**config.mk**
```make
export PLATFORM = sky130hd
export DESIGN_NAME = mem_port_arbiter_flat
export DESIGN_NICKNAME = d
export VERILOG_FILES = /design/src/rtl/mem_port_arbiter_if.sv /design/src/rtl/mem_port_arbiter.sv /design/src/flat_wrapper.sv
export SDC_FILE = /design/constraint.sdc
export NUM_CORES = 1
export LEC_CHECK = 0
export ABC_AREA = 0
export BUFFER_PORTS_ARGS = -buffer_cell sky130_fd_sc_hd__buf_2
export CORE_UTILIZATION = 45
export CTS_BUF_LIST = sky130_fd_sc_hd__clkbuf_2 sky130_fd_sc_hd__clkbuf_4 sky130_fd_sc_hd__clkbuf_8
export DETAILED_ROUTE_END_ITERATION = 10
export PLACE_DENSITY = 0.88
export RECOVER_POWER = 50
export SLEW_MARGIN = 5
export SYNTH_ARGS = -nofsm -noshare
export SYNTH_HDL_FRONTEND = slang
export SYNTH_SLANG_ARGS = --single-unit
```
**constraint.sdc**
```tcl
create_clock -name clk -period 2 [get_ports clk]
set_clock_uncertainty 0.05 [all_clocks]
set_input_delay 0.6 -clock clk [delete_from_list [all_inputs] [get_ports clk]]
set_output_delay 0.6 -clock clk [all_outputs]
set_load 0.005 [all_outputs]
```
**src/rtl/mem_port_arbiter_if.sv**
```systemverilog
// Shared memory port between the arbiter (master) and the memory/bus slave.
interface mem_port_arbiter_if;
    localparam int unsigned DATA_W = 32;
    localparam int unsigned ADDR_W = 32;

    logic              bus_req;
    logic              bus_we;
    logic [ADDR_W-1:0] bus_addr;
    logic [DATA_W-1:0] bus_wdata;
    logic [DATA_W-1:0] bus_rdata;
    logic              bus_ack;

    modport master (
        output bus_req, bus_we, bus_addr, bus_wdata,
        input  bus_rdata, bus_ack
    );

    modport slave (
        input  bus_req, bus_we, bus_addr, bus_wdata,
        output bus_rdata, bus_ack
    );
endinterface

```
**src/rtl/mem_port_arbiter.sv**
```systemverilog
// Arbitrates the IF fetch port and MEM load/store port onto one shared memory port; MEM has priority.
// Optional bus-wait timeout with sticky bus_err is enabled by defining ARB_TIMEOUT_EN.
module mem_port_arbiter #(
    parameter int unsigned TIMEOUT_CYCLES = 64
) (
    input  logic                clk,
    input  logic                rst_n,
    input  logic                inst_ren,
    input  logic [31:0]         inst_addr,
    output logic [31:0]         inst_data,
    output logic                inst_rdy,
    input  logic                mem_ren,
    input  logic                mem_wen,
    input  logic [31:0]         mem_addr,
    input  logic [31:0]         mem_dout,
    output logic [31:0]         mem_din,
    output logic                mem_rdy,
    output logic                if_stall,
    output logic                mem_stall,
    output logic                bus_err,
    mem_port_arbiter_if.master  bus
);
    localparam int unsigned DATA_W = 32;
    localparam int unsigned ADDR_W = 32;

    typedef enum logic [1:0] {
        ST_IDLE = 2'd0,
        ST_BUSY = 2'd1,
        ST_RESP = 2'd2
    } state_t;

    state_t            state_q,     state_d;
    logic              owner_mem_q, owner_mem_d;
    logic              bus_req_q,   bus_req_d;
    logic              bus_we_q,    bus_we_d;
    logic [ADDR_W-1:0] bus_addr_q,  bus_addr_d;
    logic [DATA_W-1:0] bus_wdata_q, bus_wdata_d;
    logic [DATA_W-1:0] inst_data_q, inst_data_d;
    logic [DATA_W-1:0] mem_din_q,   mem_din_d;
    logic              inst_rdy_q,  inst_rdy_d;
    logic              mem_rdy_q,   mem_rdy_d;
    logic              done;
    logic [DATA_W-1:0] rdata;

`ifdef ARB_TIMEOUT_EN
    localparam int unsigned CNT_W = $clog2(TIMEOUT_CYCLES + 1);

    logic [CNT_W-1:0]  cnt_q, cnt_d;
    logic              bus_err_q, bus_err_d;
`endif

    // State and registered outputs
    always_ff @(posedge clk or negedge rst_n) begin
        if (!rst_n) begin
            state_q     <= ST_IDLE;
            owner_mem_q <= 1'b0;
            bus_req_q   <= 1'b0;
            bus_we_q    <= 1'b0;
            bus_addr_q  <= '0;
            bus_wdata_q <= '0;
            inst_data_q <= '0;
            mem_din_q   <= '0;
            inst_rdy_q  <= 1'b0;
            mem_rdy_q   <= 1'b0;
        end else begin
            state_q     <= state_d;
            owner_mem_q <= owner_mem_d;
            bus_req_q   <= bus_req_d;
            bus_we_q    <= bus_we_d;
            bus_addr_q  <= bus_addr_d;
            bus_wdata_q <= bus_wdata_d;
            inst_data_q <= inst_data_d;
            mem_din_q   <= mem_din_d;
            inst_rdy_q  <= inst_rdy_d;
            mem_rdy_q   <= mem_rdy_d;
        end
    end

`ifdef ARB_TIMEOUT_EN
    always_ff @(posedge clk or negedge rst_n) begin
        if (!rst_n) begin
            cnt_q     <= '0;
            bus_err_q <= 1'b0;
        end else begin
            cnt_q     <= cnt_d;
            bus_err_q <= bus_err_d;
        end
    end
`endif

    // Next-state and next-output logic
    always_comb begin
        state_d     = state_q;
        owner_mem_d = owner_mem_q;
        bus_req_d   = bus_req_q;
        bus_we_d    = bus_we_q;
        bus_addr_d  = bus_addr_q;
        bus_wdata_d = bus_wdata_q;
        inst_data_d = inst_data_q;
        mem_din_d   = mem_din_q;
        inst_rdy_d  = 1'b0;
        mem_rdy_d   = 1'b0;
        done        = 1'b0;
        rdata       = bus.bus_rdata;
`ifdef ARB_TIMEOUT_EN
        cnt_d       = cnt_q;
        bus_err_d   = bus_err_q;
`endif

        unique case (state_q)
            ST_IDLE: begin
`ifdef ARB_TIMEOUT_EN
                cnt_d = '0;
`endif
                if (mem_ren || mem_wen) begin
                    owner_mem_d = 1'b1;
                    bus_we_d    = mem_wen;
                    bus_addr_d  = mem_addr;
                    bus_wdata_d = mem_dout;
                    bus_req_d   = 1'b1;
                    state_d     = ST_BUSY;
                end else if (inst_ren) begin
                    owner_mem_d = 1'b0;
                    bus_we_d    = 1'b0;
                    bus_addr_d  = inst_addr;
                    bus_wdata_d = '0;
                    bus_req_d   = 1'b1;
                    state_d     = ST_BUSY;
                end
            end

            ST_BUSY: begin
                done = bus.bus_ack;
`ifdef ARB_TIMEOUT_EN
                // An ack in the limit cycle wins over the abort.
                if (!bus.bus_ack) begin
                    if (cnt_q == CNT_W'(TIMEOUT_CYCLES - 1)) begin
                        done      = 1'b1;
                        rdata     = '1;
                        bus_err_d = 1'b1;
                    end else begin
                        cnt_d = cnt_q + CNT_W'(1);
                    end
                end
`endif
                if (done) begin
                    state_d   = ST_RESP;
                    bus_req_d = 1'b0;
                    bus_we_d  = 1'b0;
                    if (owner_mem_q) begin
                        mem_rdy_d = 1'b1;
                        if (!bus_we_q) mem_din_d = rdata;
                    end else begin
                        inst_rdy_d  = 1'b1;
                        inst_data_d = rdata;
                    end
                end
            end

            ST_RESP: begin
                state_d = ST_IDLE;
            end

            default: begin
                state_d   = ST_IDLE;
                bus_req_d = 1'b0;
                bus_we_d  = 1'b0;
            end
        endcase
    end

    assign bus.bus_req   = bus_req_q;
    assign bus.bus_we    = bus_we_q;
    assign bus.bus_addr  = bus_addr_q;
    assign bus.bus_wdata = bus_wdata_q;

    assign inst_data = inst_data_q;
    assign mem_din   = mem_din_q;
    assign inst_rdy  = inst_rdy_q;
    assign mem_rdy   = mem_rdy_q;

    assign if_stall  = inst_ren & ~inst_rdy_q;
    assign mem_stall = (mem_ren | mem_wen) & ~mem_rdy_q;

`ifdef ARB_TIMEOUT_EN
    assign bus_err = bus_err_q;
`else
    // No timeout hardware in this build; the limit parameter only folds into a constant.
    assign bus_err = 1'b0 & (TIMEOUT_CYCLES == 0);
`endif

endmodule

```
**src/flat_wrapper.sv**
```systemverilog
// flat-port wrapper written by rule: the top's interface ports become plain ports
module mem_port_arbiter_flat 
#(
    parameter int unsigned TIMEOUT_CYCLES = 64
)
  (clk, rst_n, inst_ren, inst_addr, inst_data, inst_rdy, mem_ren, mem_wen, mem_addr, mem_dout, mem_din, mem_rdy, if_stall, mem_stall, bus_err, bus_bus_req, bus_bus_we, bus_bus_addr, bus_bus_wdata, bus_bus_rdata, bus_bus_ack);
  mem_port_arbiter_if bus_i ();
  input  logic clk;
  input  logic rst_n;
  input  logic inst_ren;
  input  logic [31:0] inst_addr;
  output logic [31:0] inst_data;
  output logic inst_rdy;
  input  logic mem_ren;
  input  logic mem_wen;
  input  logic [31:0] mem_addr;
  input  logic [31:0] mem_dout;
  output logic [31:0] mem_din;
  output logic mem_rdy;
  output logic if_stall;
  output logic mem_stall;
  output logic bus_err;
  output wire logic [$bits(bus_i.bus_req)-1:0] bus_bus_req;
  output wire logic [$bits(bus_i.bus_we)-1:0] bus_bus_we;
  output wire logic [$bits(bus_i.bus_addr)-1:0] bus_bus_addr;
  output wire logic [$bits(bus_i.bus_wdata)-1:0] bus_bus_wdata;
  input wire logic [$bits(bus_i.bus_rdata)-1:0] bus_bus_rdata;
  input wire logic [$bits(bus_i.bus_ack)-1:0] bus_bus_ack;
  assign bus_bus_req = bus_i.bus_req;
  assign bus_bus_we = bus_i.bus_we;
  assign bus_bus_addr = bus_i.bus_addr;
  assign bus_bus_wdata = bus_i.bus_wdata;
  assign bus_i.bus_rdata = bus_bus_rdata;
  assign bus_i.bus_ack = bus_bus_ack;
  mem_port_arbiter #(.TIMEOUT_CYCLES(TIMEOUT_CYCLES)) u_core (.clk(clk), .rst_n(rst_n), .inst_ren(inst_ren), .inst_addr(inst_addr), .inst_data(inst_data), .inst_rdy(inst_rdy), .mem_ren(mem_ren), .mem_wen(mem_wen), .mem_addr(mem_addr), .mem_dout(mem_dout), .mem_din(mem_din), .mem_rdy(mem_rdy), .if_stall(if_stall), .mem_stall(mem_stall), .bus_err(bus_err), .bus(bus_i));
endmodule
```
==> flow_summary.yaml, run 1 <==
final_layout:
  nNetsFinal: 785
  num_antenna_cells: 0
  finalNonFillerCells: 836
  drive_above_1_share_pct: 60.99
  area_delta_synth_final_pct: 31.73
setup_path:
  cp.required_ns: 2.31
  arrival_ns: 2.08
  startpoint_type: "input pin"
  crit_chain: "clkbuf_1 > or3_1 > nand2_1 > clkbuf_2 > a22o_1"
  rrSetupSlack_ns: 0.25
  path_class: "input pin to flop"
  critPathMaxStageDelay_ns: 0.55
  path_delay_family: "buffers and inverters"
  path_buf_inv: 2
  cp_max_fo: 33
  end_kind: "flop"
  timing.rr.start: "u_core.state_q[1]$_DFFE_PN0P_"
  critPathLaunch: "mem_wen"
  crit_slowest_cell: "clkbuf_2"
detailed_routing:
  vias_per_cell: 4.999
  first_pass_iters: 4
  wl_mm: 13.99
  drc: 0
  vias: 4179
  wl_per_cell_um: 16.74
  drt-initial-drc-count: 183
  final_antenna_net_count: 0
power:
  p_leak_nw: 3.798
  finalPower_mw: 11.20
  p_int_mw: 7.717
  ir_drop_uv: 709.7
  switching_share_pct: 31.11
  switchingPower_mw: 3.484
  seqPwrFrac_pct: 42.3
  clkPwrFrac_pct: 22.3
  p_comb_share_pct: 35.5
  power_density_mw_per_mm2: 1467
sta:
  fin_crit_ns: 1.776
  setup_slack_ns: 0.2244
  max_freq_ghz: 0.5632
  setup_viol: 0
  hold_violations: 0
  tightest_slew_ns: 0.9621
  holdWs_ns: 0.2640
  setup_tns_ns: 0
  slew_headroom_pct: 35.86
  drv_slew: 0
  grt_setup_unrepaired: "no"
  finalCritPeriodShare_pct: 88.78
place:
  port_buffers: 267
  placed_cells: 804
  pre_cts_slack_ns: 0.07216
  gp_congestion: 0.7804
  dpl.hpwl_mm: 10.22
cts:
  cts_hold_buf: 0
  clk_latency_ns: 0.42
  numCtsBuffers: 17
  cts_resized: 0
  clk_pin_slew_worst_paths_ns: 0.08
  cts_setup_buffers: 0
  clock_path_buffers: 2
  cts_htree_levels: 4
  clock_tree.root_cell: "clkbuf_8"
  clock-sinks: 135
  tritoncts: "yes"
global_route:
  grt_first_pass_wirelength_mm: 21.19
  grt_pass1_vias: 4173
  grt_overflow: 0
  grt_max_degree: 44
  grt_antenna_before_repair: 0
  grt_util_all_layers_pct: 20.78
floorplan:
  die_y_um: 115.5
  initial_utilization_pct: 46.12
  die_x_um: 115.5
  io_pins: 269
  fp.coreArea_mm2: 0.01257
  dieArea_mm2: 0.01334
  rows: 41
synth:
  synth_flop_cell: "dfrtp_1"
  yosysWarnings: 0
  ys_ff_latch: 135
  syn_avg_cell_area_um2: 15.10
  synth_top_area_share_pct: 58.28
  synth_fa_ha_area_share_pct: 0
  syn_nets: 518
  ys_types: 30
  synthCells: 384
  synth.mux.area_fraction_pct: 21.78
  ys_seq_area_share_pct: 58.28
  yosysMostFrequentCell: "dfrtp_1"
  synth_common_cells: "135 x dfrtp_1, 59 x mux2_4, 35 x a21oi_1"
  synthXorXnorAreaFrac_pct: 0
  synthSimpleGateAreaFrac_pct: 2.202
  ys_top_cells_by_area: "dfrtp_1 58%, mux2_4 15%, mux2i_1 5.5%, a22o_1 4.8%, a21oi_2 4.5%"
  synth_largest_area_cell: "dfrtp_1"
  synth-edff-count: 0
  synth_top_family_by_area: "multiplexers"
  syn_area_mm2: 0.005797
  async_flop_share_pct: 100.0
  synth-compound-area-share_pct: 12.89
run_status:
  status: "finished clean"
flow_run:
  maxCapViolCount: 0
worst_hold_path:
  hold_path_class: "input pin to asynchronous set/reset pin"
worst reg2reg max path: cells and delay by family, from the launching register on:
kind / cells / cell delay (ns)
buf+inv: 1 / 0.25
flops: 1 / 0.47
mux: 1 / 0.41
simple gates: 2 / 0.47
cell usage in the layout, fill, tap and decap left out, types with 2 or more instances in the layout:
cell        Yosys  final
dfrtp_1       135    135
a22o_1         32     32
a21oi_1        35     39
buf_12          3      4
buf_2           6    265
nor2_1          3      3
clkbuf_4        0      2
mux2i_1        32     32
a21oi_2        30     26
clkbuf_8        0     18
clkbuf_2        0      4
nand2_1         3      3
clkbuf_1        6      3
mux2_4         59     59
bufinv_16       0      4
nor2b_4         2      2
mux2_2          5      5
inv_6           0      3
clkinv_2        0      2
nand2b_1        2      2
clkinvlp_4      0      4
sequential cells by signal, indices dropped and copies added (netlist names):
name and flops:
u_core.bus.bus_addr 32, u_core.bus.bus_wdata 32, u_core.inst_data 32, u_core.mem_din 32, u_core.state_q 2, u_core.bus.bus_req 1, u_core.bus.bus_we 1, u_core.inst_rdy 1
u_core.mem_rdy 1, u_core.owner_mem_q 1
path summary, 6_finish.rpt:
check | end | cells past startpoint
setup / recovery | u_core.bus.bus_wdata[22]$_DFFE_PN0P_ | 5
hold / removal | u_core.bus.bus_addr[29]$_DFFE_PN0P_ | 1
setup reg to reg | u_core.mem_din[31]$_DFFE_PN0P_ | 4
hold reg to reg | u_core.bus.bus_req$_DFFE_PN0P_ | 2
max in group asynchronous | u_core.bus.bus_wdata[5]$_DFFE_PN0P_ | 2
min in group clk | u_core.bus.bus_wdata[23]$_DFFE_PN0P_ | 2
cell type report:
cell class              instances  area [um^2]
fillers                       999         4932
inverters                       1        3.754
clock buffers                  18        247.7
multi-input cells             217         2136
clock inverters                14        195.2
well taps                     172        215.2
repair buffers                279         1460
flip-flops and latches        135         3378
cells by family after synthesis:
family	Yosys count
flops	135
simple gates	19
buf+inv	32
other cells	1
compound gates	101
mux	96
per-stage QoR:
stage          util, %  area, um^2
2_1_floorplan        -        5797
3_3_place_gp     57.83        7268
3_5_place_dp     57.83        7268
4_1_cts          61.35        7711
5_1_grt          60.76        7636
6_report         60.76        7636
per-layer routing:
metal / share of wire (%) / routed length [um] / up-vias / track usage (%)
met1: 41 / 5693 / 2075 / 24.71
met5: 0 / 0 / - / 0
met4: 1.3 / 186 / 0 / 7.532
met3: 5.7 / 804 / 16 / 6.799
met2: 52 / 7308 / 171 / 35.21
li1: - / - / 1917 / -
power by group through the flow:
stage               Sequential [mW]  Clock, mW  Combinational, mW
floorplan                      4.77          0               2.19
global placement               4.67          0               3.93
detailed placement             4.75          0               4.07
CTS                            4.73       2.54               4.08
global route                   4.89       2.67               4.32
finish                         4.73       2.49               3.98
No activity file was read; power rests on OpenSTA's default activity.
==> inputs of run 2 (changes only) <==
==> constraint.sdc (replaced) <==
create_clock -name clk -period 2 [get_ports clk]
set_clock_uncertainty 0.05 [all_clocks]
set_input_delay 0.6 -clock clk [delete_from_list [all_inputs] [get_ports clk]]
set_output_delay 0.6 -clock clk [all_outputs]
set_load 0.02 [all_outputs]
==> run 2 against run 1 <==
  * Largest cell class unchanged
  * Combinational power is 38% higher
  * Register-to-register slack better by 0.02 ns
  * Critical path type is now flop to output port
  * First-iteration DRC count up 25%
  * Clock-buffer cell count is 5 higher
  * Clock power hardly changed
  * Cell count fell by 0.12%
==> flow_summary.yaml, run 2 (same netlist as run 1, synthesis figures left out) <==
run_status:
  status: "finished clean"
cts:
  tritoncts: "yes"
  clock_path_buffers: 2
  clock-sinks: 135
  cts_setup_buffers: 0
  numCtsBuffers: 17
  cts_hold_buf: 0
  clock_tree.root_cell: "clkbuf_8"
  cts_htree_levels: 4
  cts_resized: 0
  clk_latency_ns: 0.43
  clk_pin_slew_worst_paths_ns: 0.07
final_layout:
  fin_area_mm2: 0.007680
  nFillCells: 953
  multi_input_comb_area_mm2: 0.002148
  seq_area_mm2: 0.003378
  finalNonFillerCells: 835
  num_antenna_cells: 0
  final_common_cell: "buf_2"
  nNetsFinal: 785
  drive_above_1_share_pct: 61.24
  area_delta_synth_final_pct: 32.48
  mostFrequentLayoutCells: "266 x buf_2, 135 x dfrtp_1, 59 x mux2_4"
sta:
  setup_viol: 0
  setup_slack_ns: 0.2190
  tightest_slew_ns: 1.311
  slew_headroom_pct: 12.59
  fin_crit_ns: 1.781
  hold_violations: 0
  drv_slew: 0
  setup_tns_ns: 0
  max_freq_ghz: 0.5615
  finalCritPeriodShare_pct: 89.05
  grt_setup_unrepaired: "no"
detailed_routing:
  wl_per_cell_um: 16.88
  wl_mm: 14.10
  final_antenna_net_count: 0
  vias: 4196
  vias_per_cell: 5.025
  first_pass_iters: 4
  drt-initial-drc-count: 229
  drc: 0
global_route:
  grt_first_pass_wirelength_mm: 21.47
  grt_antenna_before_repair: 0
  grt_max_degree: 50
  grt_overflow: 0
  grt_util_all_layers_pct: 21.19
  grt_pass1_vias: 4255
floorplan:
  dieArea_mm2: 0.01334
  die_x_um: 115.5
  rows: 41
  initial_utilization_pct: 46.12
  fp.coreArea_mm2: 0.01257
  io_pins: 269
  die_y_um: 115.5
place:
  placed_cells: 804
  port_buffers: 267
  pre_cts_slack_ns: 0.07911
  gp_congestion: 0.7784
  placed_area_mm2: 0.007268
  dpl.hpwl_mm: 10.12
flow_run:
  maxCapViolCount: 0
setup_path:
  crit_slowest_cell: "dfrtp_1"
  cp_max_fo: 2
  startpoint_type: "flop"
  cp.required_ns: 1.35
  path_class: "flop to output port"
  crit_chain: "nor2b_1 > buf_2"
  end_kind: "output port"
  arrival_ns: 1.13
  critPathMaxStageDelay_ns: 0.40
power:
  ir_drop_uv: 655.0
  power_density_mw_per_mm2: 1661
  finalPower_mw: 12.75
  p_leak_nw: 3.824
worst_hold_path:
  hold_path_class: "input pin to flop"
==> run 2: changes by cell type in the layout (fill, tap and decap cells not counted), moves of 2 or more <==
cell,change
a21oi_1,-4
a21oi_2,+4
clkbuf_8,+4
clkinvlp_4,-3
inv_6,-3
buf_12,+2
==> run 2: area by class of cell <==
class | count | share of cell area [%]
Sequential cell | 135 | 43.99
Tap cell | 172 | 2.802
Clock inverter | 8 | 1.857
Inverter | 1 | 0.04888
Timing Repair Buffer | 279 | 19.29
Multi-Input combinational cell | 217 | 27.97
Clock buffer | 23 | 4.040
==> run 2: worst paths after layout <==
check / from / to / slack [ns] / depth (start not counted)
max in group asynchronous: rst_n / u_core.inst_rdy$_DFF_PN0_ / 0.48 / 2
setup / recovery: u_core.inst_rdy$_DFF_PN0_ / if_stall / 0.22 / 2
hold reg to reg: u_core.bus.bus_wdata[5]$_DFFE_PN0P_ / u_core.bus.bus_wdata[5]$_DFFE_PN0P_ / 0.46 / 1
hold / removal: mem_dout[6] / u_core.bus.bus_wdata[6]$_DFFE_PN0P_ / 0.33 / 2
setup reg to reg: u_core.state_q[1]$_DFFE_PN0P_ / u_core.mem_din[0]$_DFFE_PN0P_ / 0.27 / 4
min in group asynchronous: rst_n / u_core.bus.bus_addr[0]$_DFFE_PN0P_ / 0.41 / 1
==> run 2: stage by stage <==
step	hold slack (ns)	util, %
final	0.3349	61.11
after global routing	0.3105	61.11
after CTS	0.05355	61.43
after detailed placement	0.4361	57.83
after global placement	0.4330	57.83
after floorplan	0.2544	-
==> run 2: worst max-delay path, delay by kind of cell (launching register included) <==
family / cells / cell delay [ns]
flip-flops: 1 / 0.40
AND/OR/NAND/NOR: 1 / 0.13
buffers and inverters: 1 / 0.18
==> run 2: power by group <==
group          internal, mW  switching, mW  total (mW)
sequential             3.98          0.772        4.75
combinational          2.39           3.09        5.48
clock                  1.53          0.993        2.52
total                  7.90           4.86        12.8
==> run 2: per-layer routing <==
layer  track usage [%]  part of all wire, %
met5                 0                    0
met4             8.485                  1.9
met3             6.328                  6.6
met2             36.93                   53
met1             24.40                   39
